**src/rtl/alu_seq.sv**
```systemverilog
// Handshaked, registered ALU with full flag set and an iterative shift-add multiplier.
// Single-cycle ops complete at the accept edge; MUL iterates one partial product per cycle.
module alu_seq #(
   parameter int DATA_WIDTH  = 16,
   parameter int SHAMT_WIDTH = 4
) (
   input  logic                  clk,
   input  logic                  reset,
   input  logic                  in_valid,
   output logic                  in_ready,
   input  logic [DATA_WIDTH-1:0] a,
   input  logic [DATA_WIDTH-1:0] b,
   input  logic [3:0]            alu_control,
   output logic                  out_valid,
   input  logic                  out_ready,
   output logic [DATA_WIDTH-1:0] alu_result,
   output logic                  zero_flag,
   output logic                  carry_flag,
   output logic                  neg_flag,
   output logic                  ovf_flag,
   output logic                  illegal_op
);

   localparam int CNT_W = SHAMT_WIDTH + 1;
   localparam logic [CNT_W-1:0] MUL_END = CNT_W'(DATA_WIDTH);

   typedef enum logic [1:0] {
      S_IDLE,
      S_MUL,
      S_DONE
   } state_t;

   typedef enum logic [3:0] {
      OP_NOP = 4'd0,
      OP_ADD = 4'd1,
      OP_SUB = 4'd2,
      OP_AND = 4'd3,
      OP_OR  = 4'd4,
      OP_SLT = 4'd5,
      OP_XOR = 4'd6,
      OP_SLL = 4'd7,
      OP_SRL = 4'd8,
      OP_SRA = 4'd9,
      OP_MUL = 4'd10
   } op_t;

   state_t                 state;
   logic [CNT_W-1:0]       cnt;
   logic [DATA_WIDTH-1:0]  acc;
   logic [DATA_WIDTH-1:0]  mcand;
   logic [DATA_WIDTH-1:0]  mplier;

   logic                   accept;
   logic [SHAMT_WIDTH-1:0] shamt;
   logic [DATA_WIDTH:0]    sum_w;
   logic [DATA_WIDTH:0]    diff_w;
   logic [DATA_WIDTH-1:0]  res_c;
   logic                   carry_c;
   logic                   ovf_c;
   logic                   ill_c;

   // DONE can retire and accept on the same edge, giving zero-bubble back-to-back ops.
   assign in_ready = (state == S_IDLE) || ((state == S_DONE) && out_ready);
   assign accept   = in_valid && in_ready;
   assign shamt    = b[SHAMT_WIDTH-1:0];
   assign sum_w    = {1'b0, a} + {1'b0, b};
   assign diff_w   = {1'b0, a} - {1'b0, b};

   always_comb begin
      res_c   = '0;
      carry_c = 1'b0;
      ovf_c   = 1'b0;
      ill_c   = 1'b0;
      case (alu_control)
         OP_NOP: res_c = '0;
         OP_ADD: begin
            res_c   = sum_w[DATA_WIDTH-1:0];
            carry_c = sum_w[DATA_WIDTH];
            ovf_c   = (a[DATA_WIDTH-1] == b[DATA_WIDTH-1]) &&
                      (sum_w[DATA_WIDTH-1] != a[DATA_WIDTH-1]);
         end
         OP_SUB: begin
            res_c   = diff_w[DATA_WIDTH-1:0];
            carry_c = diff_w[DATA_WIDTH];
            ovf_c   = (a[DATA_WIDTH-1] == ~b[DATA_WIDTH-1]) &&
                      (diff_w[DATA_WIDTH-1] != a[DATA_WIDTH-1]);
         end
         OP_AND: res_c = a & b;
         OP_OR:  res_c = a | b;
         OP_XOR: res_c = a ^ b;
         OP_SLT: res_c = {{(DATA_WIDTH-1){1'b0}}, ($signed(a) < $signed(b))};
         OP_SLL: res_c = a << shamt;
         OP_SRL: res_c = a >> shamt;
         OP_SRA: res_c = $unsigned($signed(a) >>> shamt);
         OP_MUL: res_c = '0;
         default: begin
            res_c = '0;
            ill_c = 1'b1;
         end
      endcase
   end

   always_ff @(posedge clk) begin
      if (reset) begin
         state      <= S_IDLE;
         cnt        <= '0;
         acc        <= '0;
         mcand      <= '0;
         mplier     <= '0;
         out_valid  <= 1'b0;
         alu_result <= '0;
         zero_flag  <= 1'b0;
         carry_flag <= 1'b0;
         neg_flag   <= 1'b0;
         ovf_flag   <= 1'b0;
         illegal_op <= 1'b0;
      end else if (accept) begin
         if (alu_control == OP_MUL) begin
            state     <= S_MUL;
            out_valid <= 1'b0;
            cnt       <= '0;
            acc       <= '0;
            mcand     <= a;
            mplier    <= b;
         end else begin
            state      <= S_DONE;
            out_valid  <= 1'b1;
            alu_result <= res_c;
            zero_flag  <= (res_c == '0);
            carry_flag <= carry_c;
            neg_flag   <= res_c[DATA_WIDTH-1];
            ovf_flag   <= ovf_c;
            illegal_op <= ill_c;
         end
      end else begin
         case (state)
            S_MUL: begin
               // Iterations run at cnt 0..DATA_WIDTH-1; the extra cycle at MUL_END publishes acc.
               if (cnt == MUL_END) begin
                  state      <= S_DONE;
                  out_valid  <= 1'b1;
                  alu_result <= acc;
                  zero_flag  <= (acc == '0);
                  carry_flag <= 1'b0;
                  neg_flag   <= acc[DATA_WIDTH-1];
                  ovf_flag   <= 1'b0;
                  illegal_op <= 1'b0;
               end else begin
                  if (mplier[0]) acc <= acc + mcand;
                  mcand  <= mcand << 1;
                  mplier <= mplier >> 1;
                  cnt    <= cnt + 1'b1;
               end
            end
            S_DONE: begin
               if (out_ready) begin
                  state     <= S_IDLE;
                  out_valid <= 1'b0;
               end
            end
            default: state <= S_IDLE;
         endcase
      end
   end

endmodule

```
**config.mk**
```make
export PLATFORM = sky130hd
export DESIGN_NAME = alu_seq
export DESIGN_NICKNAME = d
export VERILOG_FILES = /design/src/rtl/alu_seq.sv
export SDC_FILE = /design/constraint.sdc
export NUM_CORES = 1
export LEC_CHECK = 0
export CAP_MARGIN = 20
export CORE_ASPECT_RATIO = 0.75
export CORE_UTILIZATION = 30
export DETAILED_ROUTE_END_ITERATION = 8
export GPL_TIMING_DRIVEN = 0
export HOLD_SLACK_MARGIN = 0.05
export PLACE_DENSITY_LB_ADDON = 0.3
export SYNTH_ARGS = -nofsm -noshare
export SYNTH_HDL_FRONTEND = slang
export SYNTH_SLANG_ARGS = --single-unit
```
**constraint.sdc**
```tcl
create_clock -name clk -period 3.5 [get_ports clk]
set_input_delay 0.7 -clock clk [delete_from_list [all_inputs] [get_ports clk]]
set_output_delay 0.7 -clock clk [all_outputs]
set_load 0.05 [all_outputs]
```
[Yosys cells after proc, flatten, opt, wreduce, memory -nomap -nowiden]
Index checks and enable logic that the tools add are counted.
Storage, ports and cells
  register bits after elaboration: 77
  latch bits: 0
  memory bits (writable): 0
  ROM bits: 0
  bits of input ports: 40
  logic and storage cells: 116
  memories: 0
Cells by class
  add/sub/neg operators: 4
  $mul: 0
  div/mod/pow operators: 0
  $lt $le $gt $ge: 1
  equal/unequal tests: 22
  shift operators: 3
  mux-type cells: 51
  bitwise logic cells: 4
  reduce and logical (&&, ||, !) cells: 19
Operator list (count)
  16-bit two-way mux: 17
  16-bit case mux with 9 select lines: 1
  16-bit logical NOT: 2
  1-bit two-way mux: 21
  5-bit two-way mux: 4
  16-bit by 16-bit adder with 17-bit output: 1
  16-bit by 16-bit subtractor with 17-bit output: 1
  16-bit adder: 1
  16-bit AND: 1
  4-bit by 3-bit == test with 1-bit output (second input constant): 4
  16-bit less-than comparator: 1
  16-bit bitwise OR: 1
  16-bit by 4-bit left shift with 16-bit output: 1
  16-bit by 4-bit right shift with 16-bit output: 1
  16-bit by 4-bit >>> shifter with 16-bit output: 1
  16-bit bitwise XOR: 1
  4-bit == test (second input constant): 3
  10-bit OR reduction: 1
  3-bit AND reduction: 3
  4-bit by 2-bit == test with 1-bit output (second input constant): 2
  2-bit two-way mux: 4
  3-bit != test (second input constant): 2
  1-bit case mux with 2 select lines: 3
  2-bit nonzero test: 3
  other kinds (18): 24

[Longest topological paths before layout]
Gate-level depths: netlist of run 1.
  depth in word-level cells: 6
  mapped depth: 15
  gate-level depth less buffers: 12

[Worst setup path after synthesis of run 1]
Ideal clock, no wire load.
  path type: input to register
  from: input port b[3]
  to: register alu_result[15]
  arrival: 3.473 ns
  data required time: 3.404 ns
  slack: -0.069 ns
  stages on the path: 14
  path buffers: 3
  path through: buf_2 -> clkinv_1 -> clkbuf_1 -> ha_1 -> buf_2 -> nor3_1 -> a221o_1 -> o211ai_2 -> o21bai_1 -> a221oi_2 -> a21oi_1 -> a21oi_1 -> nor3_1 -> o41ai_2
On the way
  longest elaborated chain between the ends: 4
  elaborated cells between the ends (all ways): 8
RTL lines
  start: declaration: RTL line 12  | input logic [DATA_WIDTH-1:0] b,
  16-bit by 16-bit subtractor with 17-bit output (tied with other cells): RTL line 67  | assign diff_w = {1'b0, a} - {1'b0, b};
  16-bit case mux with 9 select lines *: RTL line 74  | case (alu_control)
  16-bit two-way mux *: RTL line 118  | if (alu_control == OP_MUL) begin
  16-bit two-way mux *: RTL line 117  | end else if (accept) begin
  end signal: assignment: RTL line 128  | alu_result <= res_c;
  end: declaration: RTL line 16  | output logic [DATA_WIDTH-1:0] alu_result,
Every way passes the cells marked *; elsewhere a longest branch is shown, timed or not. The select of a mux whose other input is x is not followed.
A chain may end at the register's enable or synchronous reset.

[Worst setup path after layout of run 1]
  from: input port alu_control[0]
  to: register alu_result[10]
On the way
  longest elaborated chain between the ends: 4
  elaborated cells between the ends (all ways): 15
RTL lines
  start: declaration: RTL line 13  | input logic [3:0] alu_control,
  4-bit == test (tied with other cells): RTL line 74
  16-bit case mux with 9 select lines: RTL line 74
  16-bit two-way mux: RTL line 118
  16-bit two-way mux: RTL line 117
Parallel ways exist; a longest one is shown, timed or not. The select of a mux whose other input is x is not followed.

==> metrics.md, run 1 <==
| Metric | Value |
|---|---|
| Antenna Nets Post-Route | 0 |
| Share of layout cells above drive strength 1 | 0.169 |
| Max incr delay on CP | 0.83 ns |
| Hpwl dp | 27300 um |
| Failing checks | design-rule violations |
| Placed instance count | 1490 |
| Max Cap Viol | 0 |
| Worst path required time | 3.78 ns |
| Synth Flop Type | dfxtp_1 |
| CTS Sinks | 76 |
| Final period utilization | 0.999 |
| Post-CTS Hold Buffers | 0 |
| Filler cells | 2730 |
| Max FO, Critical Path | 10 |
| DRT iter0 DRCs | 1358 |
| Layout area overhead | 24.8% |
| Die Ht | 145 um |
| F_max | 0.286 GHz |
| Hold Path Class | flop to flop |
| # diodes | 0 |
| Sequential area share after synthesis | 0.186 |
| R2r setup slk | 0.57 ns |
| RD Place Congestion | 1.04 |
| Number of antenna violations at the first check in global routing | 0 |
| Max clock buf depth | 2 |
| Hold WS | 0.462 ns |
| First-pass GRT wire length | 53100 um |
| Commonest non-fill, non-tap cells in the layout | 144 x nor2_1, 116 x nand2_1, 76 x dfxtp_1 |
| Slew Limit Fails | 0 |
| Pre-antenna DRT Iters | 7 |
| Final core utilization | 0.387 |
| Worst Setup EP | alu_result[10] |
| Power per cell area | 300 nW/um2 |
| # IOs | 63 |
| CP most frequent cell | a21oi_1 |
| Worst-path clk slew | 0.07 ns |
| Worst R2R End | mplier[7] |
| H-tree levels | 3 |
| Synth async-reset ratio | 0 |
| Number of hold violations in the final report | 0 |
| Site Rows | 51 |
| Synth Warn # | 0 |
| Worst reg2reg path depth | 9 |
| Crit-path slowest cell | or4b_2 |
| Synth Register Bits | 76 |
| Post-Syn Nets | 1195 |
| CP Class | input pin to flop |
| Worst-path cell chain | clkdlybuf4s50_1 -> buf_2 -> or4b_2 -> clkbuf_2 -> o22ai_1 -> a311oi_1 -> o21ai_1 -> a21oi_1 -> a211oi_1 -> a21oi_1 -> nor2_1 |
| Vias after detailed routing | 9428 |
| Drt total wl | 35500 um |
| Cell Count, Final, Fillers Out | 1522 |
| Top delay family on crit path | compound AO/OA/AOI/OAI gates |
| Mapped Area | 8180 um2 |
| Inserted Clock Buffers | 9 |
| IO Port Bufs | 60 |
| Die width | 193 um |
| Worst path bufs/invs | 3 |
| Peak supply drop | 233 uV |
| Cell Area, Placed | 9220 um2 |
| Status | finished, violations left |
| Leading cell type in the layout, fill and taps excluded | nor2_1 |
| CTS tree | built |
| Finished layout cell area | 10200 um2 |
| Core footprint | 26400 um2 |
| Cells after Synth | 1086 |
| Vias per Instance | 6.19 |
| RSZ-0062 raised after global routing | yes |
| Clk_skew | 0.0109 ns |
| Remaining Overflow, GRT | 0 |
| Synthesized area per cell | 7.53 um2 |
| DIE AREA | 27900 um2 |
| CTS root buf | clkbuf_16 |
| Post-synth EDFFs | 0 |
| Worst EP arrival | 3.78 ns |
| Final min period | 3.50 ns |
| Setup TNS after final layout | 0 ns |
| Number of global-route vias before repair | 8526 |
| Crit. End Element | flop |
| Routed len/inst | 23.3 um |
| Leakage | 0.00399 uW |
| Critical Path Source | alu_control[0] |
| Starting Density | 0.310 |
| R2r startpoint | cnt[0] |
| Crit start category | input pin |
| Worst-margin pin slew | 0.747 ns |
| Worst hold start | alu_result[11] |
| Pin count of the biggest net entering global routing | 17 |
| GRT Util Overall | 0.251 |
| DRC viols | 11 |
| WP depth | 11 |
| Slew margin rel. | 0.501 |
| Fin nets | 1282 |
| Clock Latency Late Sink | 0.36 ns |
| Setup violations, final | 0 |
| Count of different cell masters after synthesis | 89 |
-- what timing repair did --
| item | CTS | global route |
|---|---|---|
| setup endpoints to repair | 28 | 30 |
| pin swaps | 16 | 15 |
| gates resized for setup | 123 | 80 |
| buffers inserted | 9 | 10 |
| endpoints found under the hold margin | 0 | 0 |
-- metal layers --
layer / vias up / track usage / share of wire
met2: 568 / 0.335 / 0.40
met1: 4584 / 0.385 / 0.46
met4: 0 / 0.0539 / 0.020
met3: 65 / 0.0750 / 0.13
li1: 4211 / - / -
met5: - / 0 / 0
-- worst register-to-register path: cells and delay by family (launching register included) --
kind | cells | cell delay [ns]
buffers and inverters | 4 | 1.20
DFF | 1 | 0.37
AOI/OAI and AO/OA | 1 | 0.17
and+or+nand+nor | 3 | 0.85
adders and majority gates | 1 | 0.19
-- flip-flops by register name, summed over array words and instances (netlist names) --
signal      flops
acc            16
out_valid       1
alu_result     16
ovf_flag        1
carry_flag      1
zero_flag       1
mcand          16
illegal_op      1
cnt             5
state           2
mplier         16
-- through the flow --
step                      setup slack [ns]  total power, uW
after global placement               -1.98             1960
after global routing              -0.00401             3190
final                              0.00301             3070
after floorplan                     0.0693             1600
after CTS                          0.00179             2990
after detailed placement             -1.93             1960
-- power by group --
part	switching, uW	internal, uW	leakage, uW
clock	445	499	0.000140
sequential	19.8	893	0.000616
combinational	766	442	0.00323
total	1230	1830	0.00399
-- synthesized netlist by cell type (all sizes together) (7+ instances only) --
cell type,number,area share
nor2,145,0.067
nand2,116,0.053
a21oi,77,0.047
dfxtp,76,0.19
ha,66,0.10
inv,60,0.028
o21ai,53,0.032
clkbuf,49,0.022
buf,34,0.026
a311oi,32,0.034
nor3,31,0.019
mux2i,22,0.027
a211oi,19,0.019
mux4,18,0.050
nor4,18,0.014
a22oi,15,0.014
nand2b,14,0.011
mux2,13,0.018
nand3,13,0.0080
nor2b,13,0.0099
a221oi,12,0.014
o221ai,12,0.013
a31oi,11,0.0084
nand4,8,0.0061
o211ai,8,0.0080
a221o,7,0.0086
nor4b,7,0.010
o41ai,7,0.010
xnor2,7,0.0075
xor2,7,0.0075
-- layout make-up --
type | instances | area, um2 | area share
plain buffers | 80 | 478 | 0.0468
flip-flops and latches | 76 | 1520 | 0.149
multi-input cells | 865 | 6490 | 0.635
well taps | 344 | 430 | 0.0422
clock buffers | 9 | 225 | 0.0221
inverters | 62 | 258 | 0.0252
repair buffers | 79 | 749 | 0.0734
clock inverters | 7 | 62.6 | 0.00613
-- cell families after synthesis --
logic type,after synthesis,share of synthesized area
simple gates,410,0.240
compound gates,319,0.279
buf+inv,145,0.0765
flops,76,0.186
fa+ha+maj,69,0.108
mux,53,0.0948
xor+xnor,14,0.0150
-- how the worst min path moves through the flow --
| stage | end | slack [ns] | depth (start not counted) |
|---|---|---|---|
| after global placement | alu_result[11] | 0.47 | 2 |
| final | alu_result[11] | 0.46 | 2 |
| after CTS | alu_result[11] | 0.47 | 2 |
| after global routing | illegal_op | 0.49 | 2 |
| after floorplan | mplier[15] | 0.45 | 2 |
| after detailed placement | alu_result[11] | 0.46 | 2 |
No activity file was read; power rests on OpenSTA's default activity.
==> inputs of run 2 (changes only) <==
- CORE_MARGIN: unset -> 4
==> run 2 against run 1 <==
Net effect: maximum frequency is 2.1% higher; highest routed layer unchanged; critical path depth stayed put; final cell count is 0.53% higher; worst setup slack better by 0.073 ns; utilization is 0.74 points lower; largest cell class unchanged; the run now ends clean; via count is 1.2% lower; total power is 0.12% lower.
==> metrics.md, run 2 (synthesized netlist as in run 1, its figures left out) <==
| Metric | Value |
|---|---|
| Status | finished clean |
| DR WL met3 | 4260 um |
| DRC viols | 0 |
| R2r startpoint | mcand[0] |
| Placed instance count | 1497 |
| Core footprint | 26900 um2 |
| Clk_skew | 0.00849 ns |
| Number of antenna violations at the first check in global routing | 0 |
| Commonest non-fill, non-tap cells in the layout | 144 x nor2_1, 115 x nand2_1, 76 x dfxtp_1 |
| Fin nets | 1283 |
| F_max | 0.292 GHz |
| Hold depth | 2 |
| Met2 WL | 14200 um |
| Hold path endpoint | alu_result[11] |
| Crit-path slowest cell | or4b_2 |
| Max clock buf depth | 2 |
| Crit start category | input pin |
| Worst hold start | alu_result[11] |
| Worst path bufs/invs | 3 |
| Final min period | 3.42 ns |
| Setup ws final | 0.0764 ns |
| R2r setup slk | 0.48 ns |
| Post-CTS Hold Buffers | 0 |
| RD Place Congestion | 0.993 |
| Number of global-route vias before repair | 8540 |
| Max FO, Critical Path | 10 |
| Worst EP arrival | 3.69 ns |
| Leakage | 0.00400 uW |
| Top layer in use | met4 |
| Multi-input combinational cell area | 6490 um2 |
| Setup WS pre-CTS | -1.86 ns |
| Layout area overhead | 25.1% |
| Max Cap Viol | 0 |
| M1 WL | 16100 um |
| CTS tree | built |
| DRT iter0 DRCs | 1310 |
| # diodes | 0 |
| Final period utilization | 0.978 |
| Vias after detailed routing | 9319 |
| CTS Sinks | 76 |
| Filler cells | 2842 |
| Cell Count, Final, Fillers Out | 1530 |
| Peak supply drop | 264 uV |
| Power per cell area | 299 nW/um2 |
| CP Class | input pin to flop |
| H-tree levels | 3 |
| Die Ht | 151 um |
| Worst-margin pin slew | 0.727 ns |
| Worst R2R End | acc[12] |
| Hold Path Class | flop to flop |
| Leading cell type in the layout, fill and taps excluded | nor2_1 |
| Remaining Overflow, GRT | 0 |
| Clock Latency Late Sink | 0.34 ns |
| Worst-path clk slew | 0.06 ns |
| DIE AREA | 30000 um2 |
| Starting Density | 0.304 |
| Worst-path cell chain | clkdlybuf4s50_1 -> clkbuf_4 -> or4b_2 -> clkbuf_2 -> o22ai_1 -> a311oi_1 -> o21ai_1 -> a21oi_2 -> a211oi_1 -> a21oi_1 -> nor2_1 |
| First-pass GRT wire length | 53000 um |
| Die width | 199 um |
| Share of layout cells above drive strength 1 | 0.175 |
| Inserted Clock Buffers | 9 |
| Setup violations, final | 0 |
| Crit. End Element | flop |
| Overall power | 3060 uW |
| Routed len/inst | 23.1 um |
| Top delay family on crit path | compound AO/OA/AOI/OAI gates |
| Slew margin rel. | 0.515 |
| Hold WS | 0.462 ns |
| Vias per Instance | 6.09 |
| Pre-antenna DRT Iters | 5 |
| Worst path required time | 3.76 ns |
| Max incr delay on CP | 0.82 ns |
| Site Rows | 52 |
| CTS root buf | clkbuf_16 |
| Hpwl dp | 27500 um |
| Worst reg2reg path depth | 12 |
| IO Port Bufs | 60 |
| Antenna Nets Post-Route | 0 |
| FF/Latch Area | 1520 um2 |
| Drt total wl | 35400 um |
| Number of hold violations in the final report | 0 |
| Slew Limit Fails | 0 |
| GRT Util Overall | 0.230 |
| Pin count of the biggest net entering global routing | 15 |
| # IOs | 63 |
-- run 2: changes by cell type in the layout (fill, tap and decap cells not counted), sizes merged --
cell	change
buf	-2
bufinv	+1
clkbuf	+3
clkdlybuf4s15	-2
clkdlybuf4s50	+3
clkinv	+3
clkinvlp	+1
dlymetal6s2s	-1
inv	-5
-- run 2: how the worst max path moves through the flow --
stage,cells past startpoint,from,endpoint,slack (ns)
6_report,11,alu_control[0],alu_result[10],0.08
3_3_place_gp,13,b[1],alu_result[13],-1.91
5_1_grt,15,b[1],alu_result[15],-0.005
3_5_place_dp,13,b[1],alu_result[13],-1.86
4_1_cts,13,a[9],alu_result[15],-0.0006
2_1_floorplan,12,b[1],alu_result[15],0.07
-- run 2: area by class of cell --
class | count | share of cell area
timing repair buffer | 80 | 0.0725
sequential | 76 | 0.149
multi-input combinational | 865 | 0.634
inverter | 62 | 0.0252
tap | 351 | 0.0429
clock buffer | 9 | 0.0220
buffer | 80 | 0.0474
clock inverter | 7 | 0.00746
-- run 2: timing repair --
| action | in CTS | in global routing |
|---|---|---|
| setup endpoints to repair | 34 | 57 |
| resized for setup | 130 | 76 |
| setup buffers | 9 | 11 |
| pin swaps | 14 | 11 |
-- run 2: metal layers --
metal,vias to the layer above,GRT usage
met5,-,0
met4,0,0.0554
met3,67,0.0729
met2,558,0.319
met1,4475,0.342
li1,4219,-
-- run 2: tightest hold or removal path, cell delays in order, from the launching register on --
cell and delay [ns]:
dfxtp_1 0.31, nand2_1 0.05, a21oi_1 0.05
-- run 2: through the flow --
| stage | TNS (ns) | area [um2] | utilization |
|---|---|---|---|
| after global placement | -36.56 | 9220 | 0.342 |
| final | 0 | 10200 | 0.380 |
| after floorplan | 0 | 8180 | - |
| after global routing | -0.00511 | 10200 | 0.380 |
| after detailed placement | -37.15 | 9220 | 0.342 |
| after CTS | -0.000582 | 9970 | 0.370 |
-- run 2: report_power, final --
group	leakage, uW	switching (uW)	internal [uW]
clock network	0.000142	390	556
logic	0.00324	758	444
registers	0.000616	19.9	894
total	0.00400	1170	1890
